===== src/rtl/ysyx_24100006_mem_pkg.sv =====
// ----------------------------------------------------------------------------
// ysyx_24100006_mem_pkg
// Shared definitions for the memory-access stage:
//   - memu_state_e : MEM stage FSM states
//   - MEM_*        : sram_read_write operation encodings
//   - MASK_*       : funct3 access-width encodings (Mem_Mask)
//   - EXC_*        : exception codes reported on exc_code_o
//   - access_size  : collapses funct3 into byte / half / word
// ----------------------------------------------------------------------------
package ysyx_24100006_mem_pkg;

    typedef enum logic [1:0] {
        S_IDLE = 2'd0,
        S_REQ  = 2'd1,
        S_WAIT = 2'd2,
        S_HOLD = 2'd3
    } memu_state_e;

    localparam logic [1:0] MEM_NONE  = 2'b00;
    localparam logic [1:0] MEM_LOAD  = 2'b01;
    localparam logic [1:0] MEM_STORE = 2'b10;

    localparam logic [2:0] MASK_B  = 3'b000;
    localparam logic [2:0] MASK_H  = 3'b001;
    localparam logic [2:0] MASK_W  = 3'b010;
    localparam logic [2:0] MASK_BU = 3'b100;
    localparam logic [2:0] MASK_HU = 3'b101;

    localparam logic [3:0] EXC_LOAD_MISALIGN  = 4'd4;
    localparam logic [3:0] EXC_LOAD_FAULT     = 4'd5;
    localparam logic [3:0] EXC_STORE_MISALIGN = 4'd6;
    localparam logic [3:0] EXC_STORE_FAULT    = 4'd7;

    localparam logic [1:0] SZ_BYTE = 2'd0;
    localparam logic [1:0] SZ_HALF = 2'd1;
    localparam logic [1:0] SZ_WORD = 2'd2;

    // funct3[1:0] carries the width; funct3[2] only selects zero-extension.
    // Unused encodings fall back to a word access.
    function automatic logic [1:0] access_size(input logic [2:0] mask);
        logic [1:0] sz;
        case (mask[1:0])
            2'b00:   sz = SZ_BYTE;
            2'b01:   sz = SZ_HALF;
            default: sz = SZ_WORD;
        endcase
        return sz;
    endfunction

endpackage


===== src/rtl/ysyx_24100006_lsu_align.sv =====
// ----------------------------------------------------------------------------
// ysyx_24100006_lsu_align
// Purely combinational alignment helper for the MEM stage.
//   Store side (uses the instruction being accepted):
//     st_addr_lo_i, st_mask_i, st_data_i -> misaligned_o, st_wdata_o, st_wstrb_o
//   Load side (uses the latched access and the bus read data):
//     ld_addr_lo_i, ld_mask_i, ld_rdata_i -> ld_data_o (aligned + extended)
// ----------------------------------------------------------------------------
module ysyx_24100006_lsu_align
    import ysyx_24100006_mem_pkg::*;
(
    input  logic [1:0]  st_addr_lo_i,
    input  logic [2:0]  st_mask_i,
    input  logic [31:0] st_data_i,
    output logic        misaligned_o,
    output logic [31:0] st_wdata_o,
    output logic [3:0]  st_wstrb_o,
    input  logic [1:0]  ld_addr_lo_i,
    input  logic [2:0]  ld_mask_i,
    input  logic [31:0] ld_rdata_i,
    output logic [31:0] ld_data_o
);

    logic [1:0]  st_size;
    logic [1:0]  ld_size;
    logic [7:0]  ld_byte;
    logic [15:0] ld_half;
    logic        ld_unsigned;

    // Store data is replicated across lanes so the strobes alone pick the
    // bytes that land; this keeps the shifter out of the data path.
    always_comb begin
        st_size      = access_size(st_mask_i);
        misaligned_o = 1'b0;
        st_wdata_o   = st_data_i;
        st_wstrb_o   = 4'b1111;
        case (st_size)
            SZ_BYTE: begin
                st_wdata_o = {4{st_data_i[7:0]}};
                st_wstrb_o = 4'b0001 << st_addr_lo_i;
            end
            SZ_HALF: begin
                st_wdata_o   = {2{st_data_i[15:0]}};
                st_wstrb_o   = 4'b0011 << st_addr_lo_i;
                misaligned_o = st_addr_lo_i[0];
            end
            default: begin
                misaligned_o = |st_addr_lo_i;
            end
        endcase
    end

    always_comb begin
        ld_size     = access_size(ld_mask_i);
        ld_unsigned = ld_mask_i[2];
        ld_byte     = ld_rdata_i[{ld_addr_lo_i, 3'b000} +: 8];
        ld_half     = ld_rdata_i[{ld_addr_lo_i[1], 4'b0000} +: 16];
        case (ld_size)
            SZ_BYTE: ld_data_o = {{24{ld_byte[7] & ~ld_unsigned}}, ld_byte};
            SZ_HALF: ld_data_o = {{16{ld_half[15] & ~ld_unsigned}}, ld_half};
            default: ld_data_o = ld_rdata_i;
        endcase
    end

endmodule


===== src/rtl/ysyx_24100006_memu.sv =====
// ----------------------------------------------------------------------------
// ysyx_24100006_memu
// Memory-access pipeline stage. Accepts one instruction from EXE/MEM
// (in_valid/in_ready), issues at most one load/store on a single-outstanding
// request/response bus, and presents the result to MEM/WB (out_valid/out_ready).
//   clk, reset (async, active-low)
//   EXE/MEM : in_valid, in_ready, alu_result_i, sram_read_write_i, Mem_Mask_i,
//             wdata_gpr_i, wdata_csr_i, Gpr_Write_i, Gpr_Write_Addr_i,
//             Csr_Write_i, Csr_Write_Addr_i, is_break_i, flush_i
//   Bus     : req_valid, req_ready, req_wen, req_addr, req_wdata, req_wstrb,
//             rsp_valid, rsp_rdata, rsp_err
//   MEM/WB  : out_valid, out_ready, wdata_gpr_o, Gpr_Write_o, Gpr_Write_Addr_o,
//             Csr_Write_o, Csr_Write_Addr_o, wdata_csr_o, is_break_o,
//             exc_o, exc_code_o
// ----------------------------------------------------------------------------
module ysyx_24100006_memu
    import ysyx_24100006_mem_pkg::*;
(
    input  logic        clk,
    input  logic        reset,
    input  logic        in_valid,
    output logic        in_ready,
    input  logic [31:0] alu_result_i,
    input  logic [1:0]  sram_read_write_i,
    input  logic [2:0]  Mem_Mask_i,
    input  logic [31:0] wdata_gpr_i,
    input  logic [31:0] wdata_csr_i,
    input  logic        Gpr_Write_i,
    input  logic [3:0]  Gpr_Write_Addr_i,
    input  logic        Csr_Write_i,
    input  logic [11:0] Csr_Write_Addr_i,
    input  logic        is_break_i,
    input  logic        flush_i,
    output logic        req_valid,
    input  logic        req_ready,
    output logic        req_wen,
    output logic [31:0] req_addr,
    output logic [31:0] req_wdata,
    output logic [3:0]  req_wstrb,
    input  logic        rsp_valid,
    input  logic [31:0] rsp_rdata,
    input  logic        rsp_err,
    output logic        out_valid,
    input  logic        out_ready,
    output logic [31:0] wdata_gpr_o,
    output logic        Gpr_Write_o,
    output logic [3:0]  Gpr_Write_Addr_o,
    output logic        Csr_Write_o,
    output logic [11:0] Csr_Write_Addr_o,
    output logic [31:0] wdata_csr_o,
    output logic        is_break_o,
    output logic        exc_o,
    output logic [3:0]  exc_code_o
);

    memu_state_e state_q, state_d;
    logic        drop_q, drop_d;

    logic        accept;
    logic        is_load_in;
    logic        is_mem_in;
    logic        misaligned;
    logic        mis_exc;
    logic        rsp_fire;
    memu_state_e accept_target;

    logic [31:0] st_wdata;
    logic [3:0]  st_wstrb;
    logic [31:0] ld_data;

    // Latched access descriptor, needed to post-process the response.
    logic        is_load_q;
    logic [2:0]  mask_q;
    logic [1:0]  addr_lo_q;

    logic        req_wen_q;
    logic [31:0] req_addr_q;
    logic [31:0] req_wdata_q;
    logic [3:0]  req_wstrb_q;

    logic [31:0] wdata_gpr_q;
    logic        gpr_write_q;
    logic [3:0]  gpr_write_addr_q;
    logic        csr_write_q;
    logic [11:0] csr_write_addr_q;
    logic [31:0] wdata_csr_q;
    logic        is_break_q;
    logic        exc_q;
    logic [3:0]  exc_code_q;

    ysyx_24100006_lsu_align u_align (
        .st_addr_lo_i (alu_result_i[1:0]),
        .st_mask_i    (Mem_Mask_i),
        .st_data_i    (wdata_gpr_i),
        .misaligned_o (misaligned),
        .st_wdata_o   (st_wdata),
        .st_wstrb_o   (st_wstrb),
        .ld_addr_lo_i (addr_lo_q),
        .ld_mask_i    (mask_q),
        .ld_rdata_i   (rsp_rdata),
        .ld_data_o    (ld_data)
    );

    // Reserved op 2'b11 falls through as a non-memory op.
    assign is_load_in    = (sram_read_write_i == MEM_LOAD);
    assign is_mem_in     = is_load_in || (sram_read_write_i == MEM_STORE);
    assign mis_exc       = is_mem_in && misaligned;
    assign accept        = in_valid && in_ready;
    assign rsp_fire      = (state_q == S_WAIT) && rsp_valid;
    assign accept_target = (is_mem_in && !misaligned) ? S_REQ : S_HOLD;

    // ---------------- FSM: state register ----------------
    always_ff @(posedge clk or negedge reset) begin
        if (!reset) begin
            state_q <= S_IDLE;
            drop_q  <= 1'b0;
        end else begin
            state_q <= state_d;
            drop_q  <= drop_d;
        end
    end

    // ---------------- FSM: next state ----------------
    // A flush during REQ/WAIT cannot abort the bus transaction, so it is
    // remembered in drop_q and applied when the response arrives.
    always_comb begin
        state_d = state_q;
        drop_d  = drop_q;
        case (state_q)
            S_IDLE: begin
                if (accept) state_d = accept_target;
            end
            S_REQ: begin
                if (flush_i)   drop_d  = 1'b1;
                if (req_ready) state_d = S_WAIT;
            end
            S_WAIT: begin
                if (flush_i) drop_d = 1'b1;
                if (rsp_valid) begin
                    state_d = (drop_q || flush_i) ? S_IDLE : S_HOLD;
                    drop_d  = 1'b0;
                end
            end
            S_HOLD: begin
                if (flush_i)        state_d = S_IDLE;
                else if (accept)    state_d = accept_target;
                else if (out_ready) state_d = S_IDLE;
            end
            default: state_d = S_IDLE;
        endcase
    end

    // ---------------- FSM: outputs ----------------
    always_comb begin
        in_ready  = !flush_i && ((state_q == S_IDLE) || ((state_q == S_HOLD) && out_ready));
        out_valid = (state_q == S_HOLD);
        req_valid = (state_q == S_REQ);
    end

    // ---------------- Datapath registers ----------------
    always_ff @(posedge clk or negedge reset) begin
        if (!reset) begin
            is_load_q        <= 1'b0;
            mask_q           <= 3'b000;
            addr_lo_q        <= 2'b00;
            req_wen_q        <= 1'b0;
            req_addr_q       <= 32'h0;
            req_wdata_q      <= 32'h0;
            req_wstrb_q      <= 4'h0;
            wdata_gpr_q      <= 32'h0;
            gpr_write_q      <= 1'b0;
            gpr_write_addr_q <= 4'h0;
            csr_write_q      <= 1'b0;
            csr_write_addr_q <= 12'h0;
            wdata_csr_q      <= 32'h0;
            is_break_q       <= 1'b0;
            exc_q            <= 1'b0;
            exc_code_q       <= 4'h0;
        end else if (accept) begin
            is_load_q        <= is_load_in;
            mask_q           <= Mem_Mask_i;
            addr_lo_q        <= alu_result_i[1:0];
            req_wen_q        <= !is_load_in;
            req_addr_q       <= {alu_result_i[31:2], 2'b00};
            req_wdata_q      <= st_wdata;
            req_wstrb_q      <= is_load_in ? 4'h0 : st_wstrb;
            wdata_gpr_q      <= wdata_gpr_i;
            gpr_write_q      <= Gpr_Write_i && !mis_exc;
            gpr_write_addr_q <= Gpr_Write_Addr_i;
            csr_write_q      <= Csr_Write_i && !mis_exc;
            csr_write_addr_q <= Csr_Write_Addr_i;
            wdata_csr_q      <= wdata_csr_i;
            is_break_q       <= is_break_i;
            exc_q            <= mis_exc;
            exc_code_q       <= !mis_exc  ? 4'h0 :
                                is_load_in ? EXC_LOAD_MISALIGN : EXC_STORE_MISALIGN;
        end else if (rsp_fire) begin
            if (rsp_err) begin
                exc_q       <= 1'b1;
                exc_code_q  <= is_load_q ? EXC_LOAD_FAULT : EXC_STORE_FAULT;
                gpr_write_q <= 1'b0;
                csr_write_q <= 1'b0;
            end else if (is_load_q) begin
                wdata_gpr_q <= ld_data;
            end
        end
    end

    assign req_wen          = req_wen_q;
    assign req_addr         = req_addr_q;
    assign req_wdata        = req_wdata_q;
    assign req_wstrb        = req_wstrb_q;
    assign wdata_gpr_o      = wdata_gpr_q;
    assign Gpr_Write_o      = gpr_write_q;
    assign Gpr_Write_Addr_o = gpr_write_addr_q;
    assign Csr_Write_o      = csr_write_q;
    assign Csr_Write_Addr_o = csr_write_addr_q;
    assign wdata_csr_o      = wdata_csr_q;
    assign is_break_o       = is_break_q;
    assign exc_o            = exc_q;
    assign exc_code_o       = exc_code_q;

endmodule


===== config.mk =====
export PLATFORM = sky130hd
export DESIGN_NAME = ysyx_24100006_memu
export DESIGN_NICKNAME = d
export VERILOG_FILES = /design/src/rtl/ysyx_24100006_mem_pkg.sv /design/src/rtl/ysyx_24100006_lsu_align.sv /design/src/rtl/ysyx_24100006_memu.sv
export SDC_FILE = /design/constraint.sdc
export NUM_CORES = 1
export LEC_CHECK = 0
export CORE_MARGIN = 1
export CORE_UTILIZATION = 46
export CTS_BUF_LIST = sky130_fd_sc_hd__clkbuf_16
export CTS_CLUSTER_SIZE = 10
export DETAILED_ROUTE_END_ITERATION = 10
export HOLD_SLACK_MARGIN = 0.15
export MAX_ROUTING_LAYER = met4
export PLACE_DENSITY = 0.87
export SYNTH_ARGS = -nofsm -noshare
export SYNTH_HDL_FRONTEND = slang
export SYNTH_SLANG_ARGS = --single-unit

===== constraint.sdc =====
create_clock -name clk -period 4.2 [get_ports clk]
set_input_delay 1.05 -clock clk [delete_from_list [all_inputs] [get_ports clk]]
set_output_delay 1.05 -clock clk [all_outputs]
set_load 0.005 [all_outputs]

### After elaboration in Yosys (flattened, before gate mapping)

Cells that the tools add are included.

| word-level totals | value |
|---|---|
| register bits after elaboration | 164 |
| bits in latches | 0 |
| memory bits (writable) | 0 |
| ROM bits | 0 |
| input port bits | 160 |
| output and inout bits | 160 |
| logic and storage cells | 103 |
| memories kept | 0 |

| operators by class | value |
|---|---|
| add/subtract/negate cells | 0 |
| multiply operators | 0 |
| divide/modulo/power cells | 0 |
| magnitude comparators | 0 |
| eq/ne operators | 14 |
| shift operators | 4 |
| mux-type cells | 36 |
| bitwise operators | 3 |
| reductions and logical operators | 28 |

Operators with widths:

| operator | number |
|---|---|
| 2-to-1 mux 32 bit | 4 |
| one-hot mux 32 bit (2 select lines) | 2 |
| variable part select 32 x 6 -> 16 bit | 1 |
| variable part select 32 x 6 -> 8 bit | 1 |
| 2-to-1 mux 2 bit | 10 |
| 2-to-1 mux 4 bit | 4 |
| equality test 2 x 1 -> 1 bit, second input constant | 6 |
| logical NOT 2 bit | 5 |
| 2-to-1 mux 1 bit | 9 |
| logical AND 1 bit | 8 |
| one-hot mux 2 bit (2 select lines) | 2 |
| one-hot mux 2 bit (4 select lines) | 1 |
| one-hot mux 4 bit (2 select lines) | 1 |
| nonzero test 2 bit | 4 |
| equality test 2 bit, second input constant | 3 |
| logical NOT 1 bit | 4 |
| inequality test 2 x 1 -> 1 bit, second input constant | 2 |
| inequality test 2 bit, second input constant | 2 |
| inequality test 4 x 2 -> 1 bit, second input constant | 1 |
| one-hot mux 1 bit (2 select lines) | 2 |
| AND reduction 4 bit | 1 |
| << shifter 1 x 2 -> 4 bit, first input constant | 1 |
| << shifter 2 x 2 -> 4 bit, first input constant | 1 |
| logical OR 1 bit | 3 |
| 6 further kinds | 7 |

### Longest topological paths before layout

| logic depth | value |
|---|---|
| depth after elaboration | 10 |
| depth in mapped cells | 8 |
| mapped depth without buffers | 6 |

### By module

A second synthesis with hierarchy kept.

| unflattened totals | value |
|---|---|
| cells, all modules | 654 |
| area, all modules | 8017.7 um^2 |

Modules (own cells, without submodules):

| module | instances | cells an instance | area each (um^2) | seq. area each (um^2) |
|---|---|---|---|---|
| ysyx_24100006_memu | 1 | 467 | 6879.1 | 4053.9 |
| ysyx_24100006_lsu_align | 1 | 187 | 1138.6 | 0.0 |

### Worst setup path after synthesis

Ideal clock, no wire load.

| timing | value |
|---|---|
| path type | input to output |
| start point | input port out_ready |
| end point | output port in_ready |
| arrival time | 1353 ps |
| data required time | 3150 ps |
| path slack | 1797 ps |
| stages on the path | 2 |
| buffers on the path | 0 |
| cells stage by stage | a21oi_1 > nor2_1 |

| on the way | value |
|---|---|
| word-level cells in the longest chain between the ends | 3 |

Ends and longest elaborated chain:

| item | RTL line | RTL |
|---|---|---|
| from (decl) | ysyx_24100006_memu.sv:44 | `input logic out_ready,` |
| logical AND 1 bit | ysyx_24100006_memu.sv:155 | `in_ready = !flush_i && ((state_q == S_IDLE) \|\| ((state_q == S_HOLD) && out_ready));` |
| logical OR 1 bit | ysyx_24100006_memu.sv:155 |  |
| logical AND 1 bit | ysyx_24100006_memu.sv:155 |  |
| to (decl) | ysyx_24100006_memu.sv:22 | `output logic in_ready,` |

No other way between the ends.

### Final worst setup path

Same ends and word-level chain as after synthesis.

==> results summary <==
TritonCTS built the clock tree. The share of the Yosys chip area taken by registers is 0.553. The post-cts resize count is 0.

The highest net fanout along the worst path came out at 3. Among the stages of the critical path, the cell type that occurs most often is sky130_fd_sc_hd__clkdlybuf4s50_1. The xor and xnor fraction of the mapped netlist area is 0.

The setup path with the least slack is of type input port to primary output. The average wire per standard cell came out at between 15 and 20 um. In this run the power density over the cells is 677 mW/mm2.

The congestion estimate from routability-driven global placement came to 0.947. The core outline area came out at around 0.015 mm2. The final number of setup-violating endpoints is 0. Total power for the finished layout comes to around 7.6 mW. sky130_fd_sc_hd__dfrtp_1 takes more of the synthesized area than any other cell. The worst endpoint data arrival time came out at 2.46 ns. Of the total synthesized cell area, the portion taken by full adders, half adders and majority gates is 0.0102. The buffers plus inverters on the worst setup path is 2. For this run, the number of Yosys warnings is 0. After floorplanning, the core was divided into 45 placement rows. The most frequently used flop master after synthesis is sky130_fd_sc_hd__dfrtp_1. The fmax is between 200 and 300 MHz.

The number of filler cells placed in the layout is 1121. The final worst-path setup slack came out at 0.692 ns. The top cell type's share of synthesized area is 0.553. In the synthesized netlist, the cells that appear most often are sky130_fd_sc_hd__nand2_1 (331), sky130_fd_sc_hd__dfrtp_1 (162), sky130_fd_sc_hd__nor2_1 (39), sky130_fd_sc_hd__o21ai_0 (37), sky130_fd_sc_hd__mux2i_1 (32). The distinct cell type count of the synthesized netlist is between 40 and 50. Headroom to the max-slew limit came out at 0.286.

After synthesis, the largest family of logic cells by area is simple AND/OR/NAND/NOR gates. The hold violation count in the final report is 0. The area of the mapped netlist is around 0.0073 mm2. After clock tree synthesis, the clock-pin slew on the worst setup and hold paths is 0.06 ns. The leakage power summed over all cells came out at 5.13 nW.

The tightest min-delay check is of the register to register type. The total clock buffers created by CTS is 17. After synthesis, the share of cell area in mux cells is 0.0575. The final global-route overflow total is 0. The per-instance average area after synthesis came out at 9.08 um2.

Of the cells placed in the final design, the portion with a size suffix greater than 1 is 0.0590. The delay contributed by the slowest stage of the critical path is 0.46 ns. After detailed routing, the number of remaining DRC violations is 0. The number of input and output port buffers inserted is 316. The number of top-level pins is 320. The via count of the first global-routing pass came to 6767.

The worst slack at placement is slightly above 0.7 ns. The clock net sink count is 162. The number of design-rule violations left by the first detailed-router iteration is 565. The full die area is 0.0164 mm2. The number of antenna violations at the first check in global routing came out at 1. The maximum level of the CTS H-tree is 4. The first-pass GRT wire length is ~36 mm. The clock period could shrink to 3.51 ns.

After synthesis, the cell types taking the most area are sky130_fd_sc_hd__dfrtp_1 (55%), sky130_fd_sc_hd__nand2_1 (17%), sky130_fd_sc_hd__mux2i_1 (4.4%). STA classifies the critical path endpoint as a primary output. The tree is rooted in a sky130_fd_sc_hd__clkbuf_16. VDD sags by at most ~0.42 mV. At the end of the flow the core is filled with cells to 0.732.

The routed layout has ~7100 vias. Setup repair after global routing left no endpoint under its margin. The detailed placer's ending HPWL came out at 17.7 mm.

The worst clock skew came out at 0.0174 ns. The actual transition at the worst max-transition pin is 1.07 ns. The kind of start point of the critical path is an input port. After detailed routing, the total wire length is 24.1 mm.

The signal on the critical path passes through clkdlybuf4s50_1 -> a21oi_1 -> nor2_1 -> clkdlybuf4s50_1. The starting utilization of the core area is 0.477. The layout net count came out at around 1300. The post-synthesis instance total came out at 807. The share of the clock period used by the worst path is 0.835. The horizontal extent of the die came out at 128 um. The run finished with clean final reports. The layout overhead on the synthesized area came out at 53.6%.

The number of vias per cell after detailed routing is ~5.3. The total global-route track usage is 0.302. The final setup TNS is 0 ns. The number of flip-flops and latches in the synthesized netlist came out at 162. The post-synthesis simple-gate area fraction is 0.233. The number of buffers on the longest clock path is 2. At the worst endpoint, the required time is 3.15 ns.

The max-slew violation total from the final report is 0. The synthesized-area fraction occupied by ao, oa, aoi and oai cells is 0.106. The detail route stage leaves a number of antenna-violating nets equal to 0. For this run, the detailed router's first-pass iteration total came to 5. Among cell families on the critical path, the largest total delay comes from buffers and inverters. The slowest stage of the critical path is the sky130_fd_sc_hd__clkdlybuf4s50_1 cell. The number of max-cap violations is 0.

The pin count of the biggest net entering global routing is 72. Counting flops with a built-in enable in the synthesized netlist gives 0. After clock tree synthesis, the setup repair step added 0 buffers. The most used standard cell by instance count after synthesis is sky130_fd_sc_hd__nand2_1.

The share of flip-flops with an asynchronous set or reset came out at 1.00. The y dimension of the die is 128 um. The total of hold buffers inserted after clock tree synthesis came out at 0. The later pin in the worst-skew pair is clocked with a latency of 0.43 ns.
==> cell usage in the layout (no fill, tap or decap), types with 3 or more instances in the layout <==
master,synthesis,final
sky130_fd_sc_hd__nor2_1,39,38
sky130_fd_sc_hd__clkbuf_16,0,17
sky130_fd_sc_hd__o221ai_1,6,6
sky130_fd_sc_hd__inv_1,11,11
sky130_fd_sc_hd__mux2_2,5,5
sky130_fd_sc_hd__o21ai_0,37,37
sky130_fd_sc_hd__nand3_1,7,7
sky130_fd_sc_hd__a21oi_1,18,18
sky130_fd_sc_hd__buf_4,4,11
sky130_fd_sc_hd__a31oi_1,3,3
sky130_fd_sc_hd__a221oi_2,7,7
sky130_fd_sc_hd__dfrtp_1,162,162
sky130_fd_sc_hd__ha_1,6,6
sky130_fd_sc_hd__o211ai_1,6,6
sky130_fd_sc_hd__clkdlybuf4s50_1,0,315
sky130_fd_sc_hd__mux2i_1,32,32
sky130_fd_sc_hd__inv_6,0,4
sky130_fd_sc_hd__nor3b_1,3,3
sky130_fd_sc_hd__a211oi_1,18,18
sky130_fd_sc_hd__nor2b_1,3,3
sky130_fd_sc_hd__nand2_1,331,330
sky130_fd_sc_hd__inv_8,0,4
sky130_fd_sc_hd__nor3_1,30,30
sky130_fd_sc_hd__conb_1,1,3
sky130_fd_sc_hd__o31ai_1,3,3
==> through the flow <==
step	hold WS [ns]	cell area, um2	cells
6_report	0.475	11300	1330
4_1_cts	0.479	11200	1329
3_3_place_gp	0.456	10600	1297
3_5_place_dp	0.461	10600	1297
2_1_floorplan	0.470	7330	809
5_1_grt	0.489	11300	1330
==> where the power goes <==
group | switching, mW | internal, mW | leakage [nW]
Combinational | 1.39 | 1.85 | 2.85
Clock | 0.697 | 0.906 | 0.296
Sequential | 0.492 | 2.28 | 1.99
Total | 2.58 | 5.04 | 5.13
==> cell families after synthesis <==
logic type | Yosys count
other cells | 1
compound gates | 111
simple gates | 426
buf+inv | 62
fa+ha+maj | 6
flops | 162
mux | 39
==> final timing paths <==
kind	end	slack, ns	cells past startpoint	from
worst min register to register	req_addr[14]$_DFFE_PN0N_	0.47	2	req_addr[14]$_DFFE_PN0N_
worst max register to register	wdata_csr_o[24]$_DFFE_PN0N_	1.68	7	state_q[1]$_DFFE_PN0P_
worst max-delay path	in_ready	0.69	4	out_ready
min in group asynchronous	wdata_gpr_o[8]$_DFFE_PN0P_	0.61	1	reset
worst min-delay path	req_addr[14]$_DFFE_PN0N_	0.47	2	req_addr[14]$_DFFE_PN0N_
max in group asynchronous	wdata_gpr_o[17]$_DFFE_PN0P_	2.74	2	reset
==> routing by layer <==
metal / share of wire / track usage / up-vias
met5: 0 / - / -
met4: 0.037 / 0.137 / 0
met3: 0.076 / 0.0789 / 61
met2: 0.48 / 0.467 / 346
met1: 0.41 / 0.372 / 3376
li1: - / - / 3275
==> state kept, by name (all words and copies together), names as in the netlist, 2 cells and up <==
signal / flops
req_wstrb: 4
wdata_gpr_o: 32
req_wdata: 32
Gpr_Write_Addr_o: 4
mask_q: 3
Csr_Write_Addr_o: 12
wdata_csr_o: 32
exc_code_o: 3
addr_lo_q: 2
state_q: 2
req_addr: 30
==> worst reg2reg max path: stages, from the launching register on <==
cell	delay, ns
sky130_fd_sc_hd__dfrtp_1	0.40
sky130_fd_sc_hd__inv_1	0.10
sky130_fd_sc_hd__ha_1	0.23
sky130_fd_sc_hd__a21o_1	0.23
sky130_fd_sc_hd__nand2_4	0.52
sky130_fd_sc_hd__buf_4	0.70
sky130_fd_sc_hd__nand2_1	0.19
sky130_fd_sc_hd__nand2_1	0.11
==> layout make-up <==
| cell class | instances | area (um2) | share of cell area |
|---|---|---|---|
| sequential | 162 | 4050 | 0.360 |
| timing repair buffer | 328 | 3270 | 0.290 |
| multi-input combinational | 585 | 3010 | 0.267 |
| clock buffer | 17 | 425 | 0.0378 |
| tap | 211 | 264 | 0.0235 |
| clock inverter | 15 | 189 | 0.0168 |
| inverter | 11 | 41.3 | 0.00367 |
| antenna | 1 | 2.50 | 0.000222 |
Power figures use the tool's default switching activity.
